**config.mk**
```make
export PLATFORM = sky130hd
export DESIGN_NAME = cdc_sync_bank_flat
export DESIGN_NICKNAME = d
export VERILOG_FILES = /design/src/rtl/cdc_sync_bank_if.sv /design/src/rtl/cdc_sync_bank.sv /design/src/flat_wrapper.sv
export SDC_FILE = /design/constraint.sdc
export NUM_CORES = 1
export LEC_CHECK = 0
export BUFFER_PORTS_ARGS = -buffer_cell sky130_fd_sc_hd__buf_2
export CORE_UTILIZATION = 47
export CTS_CLUSTER_DIAMETER = 30
export CTS_CLUSTER_SIZE = 8
export DETAILED_ROUTE_END_ITERATION = 7
export PLACE_DENSITY_LB_ADDON = 0.25
export SLEW_MARGIN = 20
export SYNTH_ARGS = -nofsm -noshare
export SYNTH_HDL_FRONTEND = slang
export SYNTH_SLANG_ARGS = --single-unit
```
**constraint.sdc**
```tcl
create_clock -name clk -period 1.49 [get_ports clk]
set_input_delay 0.298 -clock clk [delete_from_list [all_inputs] [get_ports clk]]
set_output_delay 0.298 -clock clk [all_outputs]
set_load 0.005 [all_outputs]
```
**src/rtl/cdc_sync_bank_if.sv**
```systemverilog
// Bus bundle for cdc_sync_bank: asynchronous Gray inputs in, synchronized
// Gray/binary values, change strobes and violation flags out.
interface cdc_sync_bank_if #(
    parameter int WIDTH    = 4,
    parameter int CHANNELS = 2
);
    logic [CHANNELS*WIDTH-1:0] d_in;
    logic                      err_clr;
    logic [CHANNELS*WIDTH-1:0] d_out;
    logic [CHANNELS*WIDTH-1:0] bin_out;
    logic [CHANNELS-1:0]       chg;
    logic [CHANNELS-1:0]       gray_err;
    logic                      ready;

    modport master (
        output d_in, err_clr,
        input  d_out, bin_out, chg, gray_err, ready
    );

    modport slave (
        input  d_in, err_clr,
        output d_out, bin_out, chg, gray_err, ready
    );
endinterface

```
**src/rtl/cdc_sync_bank.sv**
```systemverilog
// Multi-channel Gray-bus synchronizer: STAGES-deep flop chain per bit, binary
// conversion, per-channel change strobes and a settle-masked sticky Gray monitor.
module cdc_sync_bank #(
    parameter int WIDTH    = 4,
    parameter int CHANNELS = 2,
    parameter int STAGES   = 2
) (
    input  logic            clk,
    input  logic            rst_n,
    cdc_sync_bank_if.slave  bus
);
    localparam int BUS_W = CHANNELS * WIDTH;
    localparam int CNT_W = $clog2(STAGES + 1);
    localparam logic [CNT_W-1:0] CNT_MAX  = CNT_W'(STAGES);
    localparam logic [CNT_W-1:0] CNT_LAST = CNT_W'(STAGES - 1);

    if (STAGES < 2) begin : g_bad_stages
        $error("cdc_sync_bank: STAGES must be at least 2");
    end
    if (WIDTH < 1 || CHANNELS < 1) begin : g_bad_shape
        $error("cdc_sync_bank: WIDTH and CHANNELS must be at least 1");
    end

    function automatic logic [WIDTH-1:0] gray2bin(input logic [WIDTH-1:0] g);
        logic [WIDTH-1:0] b;
        b[WIDTH-1] = g[WIDTH-1];
        for (int i = WIDTH - 2; i >= 0; i--) begin
            b[i] = b[i+1] ^ g[i];
        end
        return b;
    endfunction

    // Clearing the lowest set bit leaves something only if two or more were set.
    function automatic logic multi_bit(input logic [WIDTH-1:0] x);
        return |(x & (x - 1'b1));
    endfunction

    logic [BUS_W-1:0]    sync_p [STAGES];
    logic [CNT_W-1:0]    settle_cnt;
    logic                ready_r;
    logic [CHANNELS-1:0] chg_r;
    logic [CHANNELS-1:0] err_r;
    logic [CHANNELS-1:0] chg_nxt;
    logic [CHANNELS-1:0] set_nxt;
    logic [BUS_W-1:0]    bin_nxt;

    always_comb begin
        chg_nxt = '0;
        set_nxt = '0;
        for (int c = 0; c < CHANNELS; c++) begin
            chg_nxt[c] = sync_p[STAGES-2][c*WIDTH +: WIDTH] != sync_p[STAGES-1][c*WIDTH +: WIDTH];
            set_nxt[c] = ready_r &&
                         multi_bit(sync_p[STAGES-2][c*WIDTH +: WIDTH] ^ sync_p[STAGES-1][c*WIDTH +: WIDTH]);
        end
    end

    // Chain, strobes, sticky flags and settle tracking all share one reset.
    always_ff @(posedge clk) begin
        if (!rst_n) begin
            for (int i = 0; i < STAGES; i++) begin
                sync_p[i] <= '0;
            end
            settle_cnt <= '0;
            ready_r    <= 1'b0;
            chg_r      <= '0;
            err_r      <= '0;
        end else begin
            sync_p[0] <= bus.d_in;
            for (int i = 1; i < STAGES; i++) begin
                sync_p[i] <= sync_p[i-1];
            end
            if (settle_cnt != CNT_MAX) begin
                settle_cnt <= settle_cnt + 1'b1;
            end
            ready_r <= ready_r | (settle_cnt >= CNT_LAST);
            chg_r   <= chg_nxt;
            err_r   <= set_nxt | (err_r & ~{CHANNELS{bus.err_clr}});
        end
    end

    always_comb begin
        bin_nxt = '0;
        for (int c = 0; c < CHANNELS; c++) begin
            bin_nxt[c*WIDTH +: WIDTH] = gray2bin(sync_p[STAGES-1][c*WIDTH +: WIDTH]);
        end
    end

    assign bus.d_out    = sync_p[STAGES-1];
    assign bus.bin_out  = bin_nxt;
    assign bus.chg      = chg_r;
    assign bus.gray_err = err_r;
    assign bus.ready    = ready_r;
endmodule

```
**src/flat_wrapper.sv**
```systemverilog
// flat-port wrapper written by rule: the top's interface ports become plain ports
module cdc_sync_bank_flat 
#(
    parameter int WIDTH    = 4,
    parameter int CHANNELS = 2,
    parameter int STAGES   = 2
)
  (clk, rst_n, bus_d_in, bus_err_clr, bus_d_out, bus_bin_out, bus_chg, bus_gray_err, bus_ready);
  cdc_sync_bank_if #(.WIDTH(WIDTH), .CHANNELS(CHANNELS)) bus_i ();
  input  logic clk;
  input  logic rst_n;
  input wire logic [$bits(bus_i.d_in)-1:0] bus_d_in;
  input wire logic [$bits(bus_i.err_clr)-1:0] bus_err_clr;
  output wire logic [$bits(bus_i.d_out)-1:0] bus_d_out;
  output wire logic [$bits(bus_i.bin_out)-1:0] bus_bin_out;
  output wire logic [$bits(bus_i.chg)-1:0] bus_chg;
  output wire logic [$bits(bus_i.gray_err)-1:0] bus_gray_err;
  output wire logic [$bits(bus_i.ready)-1:0] bus_ready;
  assign bus_i.d_in = bus_d_in;
  assign bus_i.err_clr = bus_err_clr;
  assign bus_d_out = bus_i.d_out;
  assign bus_bin_out = bus_i.bin_out;
  assign bus_chg = bus_i.chg;
  assign bus_gray_err = bus_i.gray_err;
  assign bus_ready = bus_i.ready;
  cdc_sync_bank #(.WIDTH(WIDTH), .CHANNELS(CHANNELS), .STAGES(STAGES)) u_core (.clk(clk), .rst_n(rst_n), .bus(bus_i));
endmodule
```
==> impl_metrics.json, run 1 <==
{
  "grt_pass1_wl_um": 2260,
  "slowest_delay_ns": 0.38,
  "post-place-ws_ns": 0.0552,
  "design_area_um2": 1140,
  "cp_slowest_cell": "dfxtp_4",
  "drive_above_1_share_pct": 40.9,
  "tightest_slew_ns": 0.292,
  "antenna_found_initial": 0,
  "die-height_um": 46.0,
  "core_area_um2": 1760,
  "synthCells": 85,
  "arrival_ns": 1.43,
  "ir_drop_uv": 562,
  "avgSynthCellArea_um2": 10.7,
  "synth-seq-area-share_pct": 50.7,
  "synth.net_count": 98,
  "firstDrtPassIters": 3,
  "crit_type": "flip-flop to output pin",
  "maxSlewHeadroom_pct": 80.4,
  "clock_latency_ns": 0.30,
  "die-area_um2": 2110,
  "p_leak_nw": 0.543,
  "cts_root_buf": "clkbuf_4",
  "status": "finished with violations",
  "synth.distinct_cells": 14,
  "yosysTopAreaCellShare_pct": 50.7,
  "rows": 15,
  "layout_commonest_cell": "buf_2",
  "violations": "setup timing",
  "finalMaxSlewViolations": 0,
  "cts.clk_slew.worst_paths_ns": 0.12,
  "critPathCapture": "bus_bin_out[4]",
  "num_io_pins": 32,
  "fmax_ghz": 0.578,
  "route.detailed.drc": 0,
  "area_growth_pct": 25.5,
  "r2r_start": "u_core.sync_p[0][15]$_SDFF_PN0_",
  "regToRegSetupSlack_ns": 0.20,
  "timing.final.crit_share_pct": 116,
  "required_ns": 1.19,
  "ys_ff_latch": 23,
  "grt.met1_usage_pct": 17.6,
  "final_cell_mix": "buf_2 (30), dfxtp_1 (19), and2_1 (16)",
  "fin_crit_ns": 1.73,
  "clk_path_buf_depth": 2,
  "final_cells": 140,
  "worstHoldStart": "bus_d_in[0]",
  "setup_violations": 3,
  "grt_pass1_vias": 566,
  "cp_common_cell": "xor2_1",
  "total_power_mw": 1.28,
  "wirelength_um": 1520,
  "cts_sinks": 23,
  "synthTopCellsByArea": "dfxtp_1 (51%), and2_1 (11%), buf_4 (8.3%)",
  "wl_per_cell_um": 10.8,
  "cts.htree.levels": 1,
  "grt_max_degree": 18,
  "grt.busiest_layer": "met2",
  "synth_area_leader_cell": "dfxtp_1",
  "post-place-cells": 130,
  "portBuffers": 31,
  "gp_congestion": 0.704,
  "dp_hpwl_um": 1100,
  "grtUsageTotal_pct": 15.4,
  "initial_core_util_pct": 51.5,
  "rsz0062_at_grt": "yes",
  "end_kind": "output pin",
  "r2r_cells": 4,
  "cp-start-kind": "flip-flop",
  "fp.dieW_um": 46.0,
  "whs_ns": 0.193,
  "ant_nets": 0,
  "final_util_pct": 64.6,
  "syn_area_um2": 908,
  "fin_skew_ns": 0.00125,
  "grtUsageMet2_pct": 25.9,
  "worstSetupStartpoint": "u_core.sync_p[0][15]$_SDFF_PN0_",
  "tns_ns": -0.534,
  "fin_ws_ns": -0.241,
  "crit_path_max_fanout": 2,
  "drt_iter0_markers": 5,
  "power.density_nw_per_um2": 1120,
  "cts_buffers": 3,
  "grt_overflow_total": 0,
  "path_cells": "xor2_2, xor2_1, xor2_1, buf_2",
  "hold_viol": 0,
  "worstReg2RegEnd": "u_core.bus.gray_err[1]$_SDFF_PN0_",
  "antennaDiodeCount": 0,
  "num_vias": 636,
  "placed_cell_area_um2": 1020,
  "cts_hold_buf": 0,
  "cts_tree": "done",
  "routed_via_density": 4.54,
  "yosysWarnings": 0,
  "cap_violations": 0,
  "grt_use_met3_pct": 2.38,
  "hold_class": "input pin to flip-flop",
  "fin_nets": 129
}
==> cell families (layout without fill, tap and decap cells) <==
group	after synthesis	count (layout)	share of synthesized area, %
flops	23	23	50.7
fa+ha+maj	2	2	2.75
buf+inv	15	45	10.3
simple gates	20	20	12.7
compound gates	9	9	7.99
mux	1	1	1.10
xor+xnor	15	15	14.5
==> critical path: cells and delay by family, from the launching register on <==
family | cells | cell delay, ns
buf+inv | 1 | 0.14
xor+xnor | 3 | 0.63
flops | 1 | 0.38
==> registers in the layout, summed over array words and instances, names as in the netlist <==
| signal | flops |
|---|---|
| u_core.bus.ready | 1 |
| u_core.bus.gray_err | 2 |
| u_core.bus.chg | 2 |
| u_core.settle_cnt | 2 |
| u_core.sync_p | 16 |
==> area by class of cell <==
| class | count | area, µm² |
|---|---|---|
| multi-input combinational | 47 | 388 |
| tap | 25 | 31.3 |
| inverter | 4 | 15.0 |
| timing repair buffer | 37 | 206 |
| fill | 170 | 624 |
| clock buffer | 4 | 26.3 |
| sequential | 23 | 473 |
==> cells in the mapped netlist <==
cell      number
and2_1        16
buf_4         10
o211ai_1       4
dfxtp_1       23
xnor2_1        8
a32o_1         2
clkbuf_1       1
mux2i_1        1
xor2_1         7
inv_1          4
ha_1           2
nor2_1         4
a41oi_1        2
a21oi_1        1
==> layer usage <==
| metal | vias to the layer above | routed length, µm | part of all wire (%) |
|---|---|---|---|
| met2 | 14 | 793 | 52 |
| met5 | - | 0 | 0 |
| met1 | 295 | 648 | 43 |
| met3 | 2 | 61 | 4.0 |
| met4 | 0 | 12 | 0.79 |
| li1 | 325 | - | - |
==> worst min-delay path by stage <==
stage	cells after the start	slack, ns	to
final	2	0.19	u_core.sync_p[0][0]$_SDFF_PN0_
after global routing	2	0.17	u_core.sync_p[0][2]$_SDFF_PN0_
after detailed placement	1	0.45	u_core.bus.gray_err[1]$_SDFF_PN0_
after CTS	2	0.18	u_core.sync_p[0][1]$_SDFF_PN0_
after floorplan	1	0.43	u_core.sync_p[0][0]$_SDFF_PN0_
after global placement	1	0.45	u_core.bus.gray_err[1]$_SDFF_PN0_
==> power by group <==
| group | switching (mW) | leakage (nW) | total (mW) | internal, mW |
|---|---|---|---|---|
| Clock | 0.170 | 0.0150 | 0.274 | 0.104 |
| Combinational | 0.132 | 0.335 | 0.284 | 0.152 |
| Sequential | 0.0421 | 0.193 | 0.721 | 0.679 |
| Total | 0.343 | 0.543 | 1.28 | 0.936 |
==> what timing repair did <==
item	4_1_cts	5_1_grt
setup endpoints to repair	4	4
setup buffers	4	2
pin swaps	6	3
gates resized for setup	8	4
hold endpoints to repair	0	0
Power figures use the tool's default switching activity.
==> run 2, diff against run 1 <==
- GPL_TIMING_DRIVEN: default -> 0
==> impl_metrics.json, run 2 (synthesized netlist as in run 1, its figures left out) <==
{
  "clk_path_buf_depth": 2,
  "finalMaxSlewViolations": 0,
  "grt_pass1_vias": 663,
  "maxSlewHeadroom_pct": 79.2,
  "clock_latency_ns": 0.31,
  "critPathCapture": "bus_bin_out[0]",
  "fp.dieW_um": 46.0,
  "fmax_ghz": 0.588,
  "cts_root_buf": "clkbuf_4",
  "fin_nets": 138,
  "post-place-cells": 141,
  "required_ns": 1.19,
  "layout_commonest_cell": "buf_2",
  "grt_overflow_total": 0,
  "cap_violations": 0,
  "dp_hpwl_um": 1220,
  "final_cell_mix": "buf_2 (31), dfxtp_1 (19), and2_1 (16)",
  "tns_ns": -0.502,
  "rsz0062_at_grt": "yes",
  "initial_core_util_pct": 51.5,
  "route.detailed.drc": 0,
  "wirelength_um": 1700,
  "regToRegSetupSlack_ns": 0.22,
  "cts.htree.levels": 1,
  "hold_class": "input pin to flip-flop",
  "cts_sinks": 23,
  "r2r_start": "u_core.sync_p[0][15]$_SDFF_PN0_",
  "post-place-ws_ns": 0.0180,
  "worstSetupStartpoint": "u_core.sync_p[0][11]$_SDFF_PN0_",
  "power.density_nw_per_um2": 1090,
  "fin_ws_ns": -0.212,
  "num_io_pins": 32,
  "cp-start-kind": "flip-flop",
  "arrival_ns": 1.40,
  "num_vias": 659,
  "r2r_cells": 4,
  "grtUsageTotal_pct": 18.3,
  "rows": 15,
  "violations": "setup timing",
  "firstDrtPassIters": 6,
  "hold_viol": 0,
  "grt_pass1_wl_um": 2680,
  "p_leak_nw": 0.587,
  "grt_max_degree": 14,
  "final_util_pct": 67.5,
  "crit_type": "flip-flop to output pin",
  "tightest_slew_ns": 0.309,
  "wl_per_cell_um": 11.4,
  "antennaDiodeCount": 0,
  "top_register": "u_core.sync_p",
  "core_area_um2": 1760,
  "fin_skew_ns": 0.00453,
  "final_cells": 149,
  "area_growth_pct": 31.1,
  "setup_violations": 4,
  "cts.clk_slew.worst_paths_ns": 0.12,
  "gp_congestion": 0.691,
  "largest_reg_flops": 16,
  "drive_above_1_share_pct": 44.4,
  "routed_via_density": 4.42,
  "total_power_mw": 1.30,
  "portBuffers": 31,
  "drt_iter0_markers": 7,
  "cts_buffers": 3,
  "ir_drop_uv": 698,
  "ant_nets": 0,
  "fin_crit_ns": 1.70,
  "timing.final.crit_share_pct": 114,
  "worstReg2RegEnd": "u_core.bus.gray_err[1]$_SDFF_PN0_",
  "cts_tree": "done",
  "end_kind": "output pin",
  "crit_path_max_fanout": 2,
  "die-area_um2": 2110,
  "antenna_found_initial": 0,
  "status": "finished with violations",
  "die-height_um": 46.0
}
run 2: metal layers:
| metal | wire (µm) | up-vias | global-route usage (%) | part of all wire [%] |
|---|---|---|---|---|
| met4 | 36 | 0 | 8.82 | 2.1 |
| met5 | 0 | - | 0 | 0 |
| li1 | - | 341 | - | - |
| met3 | 73 | 4 | 4.76 | 4.3 |
| met1 | 673 | 294 | 20.5 | 39 |
| met2 | 920 | 20 | 31.8 | 54 |
run 2: repair_timing:
item | CTS | global route
setup endpoints to repair | 4 | 4
setup buffers | 4 | 0
resized for setup | 8 | 2
endpoints found under the hold margin | 0 | 0
pin swaps | 4 | 3
hold buffers | 0 | 0
run 2: worst min path at each step:
stage / from / to / slack [ns] / cells after the start
after global placement: u_core.bus.gray_err[1]$_SDFF_PN0_ / u_core.bus.gray_err[1]$_SDFF_PN0_ / 0.45 / 1
after global routing: bus_d_in[0] / u_core.sync_p[0][0]$_SDFF_PN0_ / 0.16 / 2
after CTS: bus_d_in[2] / u_core.sync_p[0][2]$_SDFF_PN0_ / 0.18 / 2
after detailed placement: u_core.bus.ready$_SDFF_PN0_ / u_core.bus.ready$_SDFF_PN0_ / 0.46 / 2
after floorplan: bus_d_in[0] / u_core.sync_p[0][0]$_SDFF_PN0_ / 0.43 / 1
final: bus_d_in[2] / u_core.sync_p[0][2]$_SDFF_PN0_ / 0.18 / 2
run 2: final cells by class:
class,count,area (µm²)
well taps,25,31.3
multi-input cells,47,380
clock inverters,1,5.00
repair buffers,35,185
plain buffers,11,78.8
flip-flops and latches,23,473
inverters,4,15.0
clock buffers,3,22.5
fillers,157,573
run 2: metrics by stage:
step | hold slack [ns] | instance area, µm²
final | 0.179 | 1190
after global routing | 0.158 | 1190
after CTS | 0.175 | 1180
after global placement | 0.451 | 1090
after floorplan | 0.425 | 908
after detailed placement | 0.461 | 1090
run 2: critical path: stages (launching register included):
cell and delay (ns):
dfxtp_4 0.38, xor2_2 0.16, xor2_1 0.24, xor2_1 0.18, buf_2 0.13
run 2: where the power goes:
group / switching [mW] / leakage, nW / internal (mW)
logic: 0.134 / 0.377 / 0.155
clock network: 0.184 / 0.0177 / 0.100
registers: 0.0439 / 0.193 / 0.679
==> run 3, diff against run 2 <==
- CORE_MARGIN: default -> 4
==> impl_metrics.json, run 3 (synthesized netlist as in run 1, its figures left out) <==
{
  "antenna_found_initial": 0,
  "cp_common_cell": "xor2_1",
  "top_register": "u_core.sync_p",
  "drt_iter0_markers": 6,
  "regToRegSetupSlack_ns": 0.22,
  "hold_depth": 2,
  "finalMaxSlewViolations": 0,
  "post-place-cells": 141,
  "layout_commonest_cell": "buf_2",
  "hold_class": "input pin to flip-flop",
  "num_vias": 689,
  "swShare_pct": 27.4,
  "cts_tree": "done",
  "num_io_pins": 32,
  "clockPowerShare_pct": 21.3,
  "clk_path_buf_depth": 2,
  "route.detailed.drc": 0,
  "final_cell_mix": "buf_2 (30), dfxtp_1 (19), buf_4 (18)",
  "cp_slowest_cell": "dfxtp_4",
  "slowest_delay_ns": 0.38,
  "routed_via_density": 4.50,
  "drive_above_1_share_pct": 46.9,
  "path_cells": "xor2_2, xor2_1, xor2_1, buf_2",
  "holdPathEnd": "u_core.sync_p[0][1]$_SDFF_PN0_",
  "combinationalPowerShare_pct": 23.5,
  "fin_ws_ns": -0.211,
  "arrival_ns": 1.40,
  "cts_root_buf": "clkbuf_4",
  "grt_overflow_total": 0,
  "setup_violations": 5,
  "r2r_start": "u_core.sync_p[0][15]$_SDFF_PN0_",
  "power.density_nw_per_um2": 1060,
  "total_power_mw": 1.31,
  "fmax_ghz": 0.588,
  "fin_crit_ns": 1.70,
  "cts.htree.levels": 1,
  "worstReg2RegEnd": "u_core.bus.gray_err[1]$_SDFF_PN0_",
  "p_switching_mw": 0.359,
  "firstDrtPassIters": 4,
  "timing.final.crit_share_pct": 114,
  "final_cells": 153,
  "wirelength_um": 1660,
  "grt_pass1_wl_um": 2660,
  "cp-start-kind": "flip-flop",
  "status": "finished with violations",
  "portBuffers": 31,
  "fp.dieW_um": 52.0,
  "grtUsageTotal_pct": 13.4,
  "largest_reg_flops": 16,
  "die-height_um": 52.0,
  "design_area_um2": 1230,
  "violations": "setup timing",
  "required_ns": 1.19,
  "cts_buffers": 3,
  "ir_drop_uv": 642,
  "ant_nets": 0,
  "hold_viol": 0,
  "worstHoldStart": "bus_d_in[1]",
  "cts_sinks": 23,
  "fin_nets": 142,
  "rsz0062_at_grt": "yes",
  "dp_hpwl_um": 1220,
  "clock_latency_ns": 0.31,
  "wl_per_cell_um": 10.9,
  "antennaDiodeCount": 0,
  "grt_max_degree": 14,
  "r2r_cells": 4,
  "maxSlewHeadroom_pct": 82.3,
  "tightest_slew_ns": 0.264,
  "gp_congestion": 0.729,
  "seq_area_um2": 473,
  "nFillCells": 136,
  "initial_core_util_pct": 50.9,
  "rows": 15,
  "cts.clk_slew.worst_paths_ns": 0.13,
  "crit_path_max_fanout": 2,
  "grt_pass1_vias": 623,
  "cap_violations": 0,
  "p_leak_nw": 0.610,
  "fin_skew_ns": 0.0118,
  "area_growth_pct": 35.9,
  "placed_cell_area_um2": 1090,
  "multi_input_area_um2": 388,
  "core_area_um2": 1780,
  "p_int_mw": 0.949,
  "end_kind": "output pin",
  "die-area_um2": 2700,
  "crit_type": "flip-flop to output pin",
  "p_seq_share_pct": 55.2
}
## run 3: changes by cell type in the layout (fill, tap and decap cells not counted)
cell    delta
buf_2      -1
buf_4      +4
buf_6      +1
xor2_1     -1
xor2_2     +1
## run 3: timing repair
item,CTS,global route
endpoints found under the setup margin,4,4
setup buffers,6,2
pin swaps,6,4
hold buffers,0,0
gates resized for setup,10,2
## run 3: how the worst max path moves through the flow
stage,to,startpoint,slack [ns]
6_report,bus_bin_out[0],u_core.sync_p[0][11]$_SDFF_PN0_,-0.21
5_1_grt,bus_bin_out[0],u_core.sync_p[0][11]$_SDFF_PN0_,-0.31
4_1_cts,bus_bin_out[0],u_core.sync_p[0][11]$_SDFF_PN0_,-0.19
3_5_place_dp,bus_bin_out[4],u_core.sync_p[0][15]$_SDFF_PN0_,0.04
3_3_place_gp,bus_bin_out[4],u_core.sync_p[0][15]$_SDFF_PN0_,0.10
2_1_floorplan,bus_bin_out[0],u_core.sync_p[0][11]$_SDFF_PN0_,0.13
## run 3: layout make-up
| cell class | instances | area share [%] |
|---|---|---|
| multi-input cells | 47 | 31.4 |
| clock inverters | 1 | 0.405 |
| plain buffers | 11 | 6.38 |
| repair buffers | 39 | 17.9 |
| well taps | 25 | 2.53 |
| flip-flops and latches | 23 | 38.3 |
| inverters | 4 | 1.22 |
| clock buffers | 3 | 1.82 |
## run 3: power groups by stage
stage          clock network, mW  logic [mW]  registers (mW)
2_1_floorplan                  0       0.185           0.735
6_report                   0.279       0.308           0.722
3_5_place_dp                   0       0.279           0.739
3_3_place_gp                   0       0.264           0.734
5_1_grt                    0.304       0.352           0.730
4_1_cts                    0.292       0.302           0.720
## run 3: per-stage QoR
stage,setup TNS [ns],hold WS [ns],utilization [%],worst slack (ns)
2_1_floorplan,0,0.425,-,0.135
3_3_place_gp,0,0.445,61.4,0.102
3_5_place_dp,0,0.466,61.4,0.0444
4_1_cts,-0.549,0.169,67.4,-0.195
5_1_grt,-0.913,0.186,69.3,-0.306
6_report,-0.559,0.180,69.3,-0.211
## run 3: critical path: cells and delay by family (launching register included)
family | cells | cell delay (ns)
xor gates and xnor gates | 3 | 0.57
DFF | 1 | 0.38
buffers and inverters | 1 | 0.15
## run 3: layer usage
metal / share of wire (%) / GRT usage [%]
met1: 40 / 15.6
met2: 52 / 22.2
met3: 5.8 / 3.72
met4: 1.6 / 6.55
met5: 0 / 0
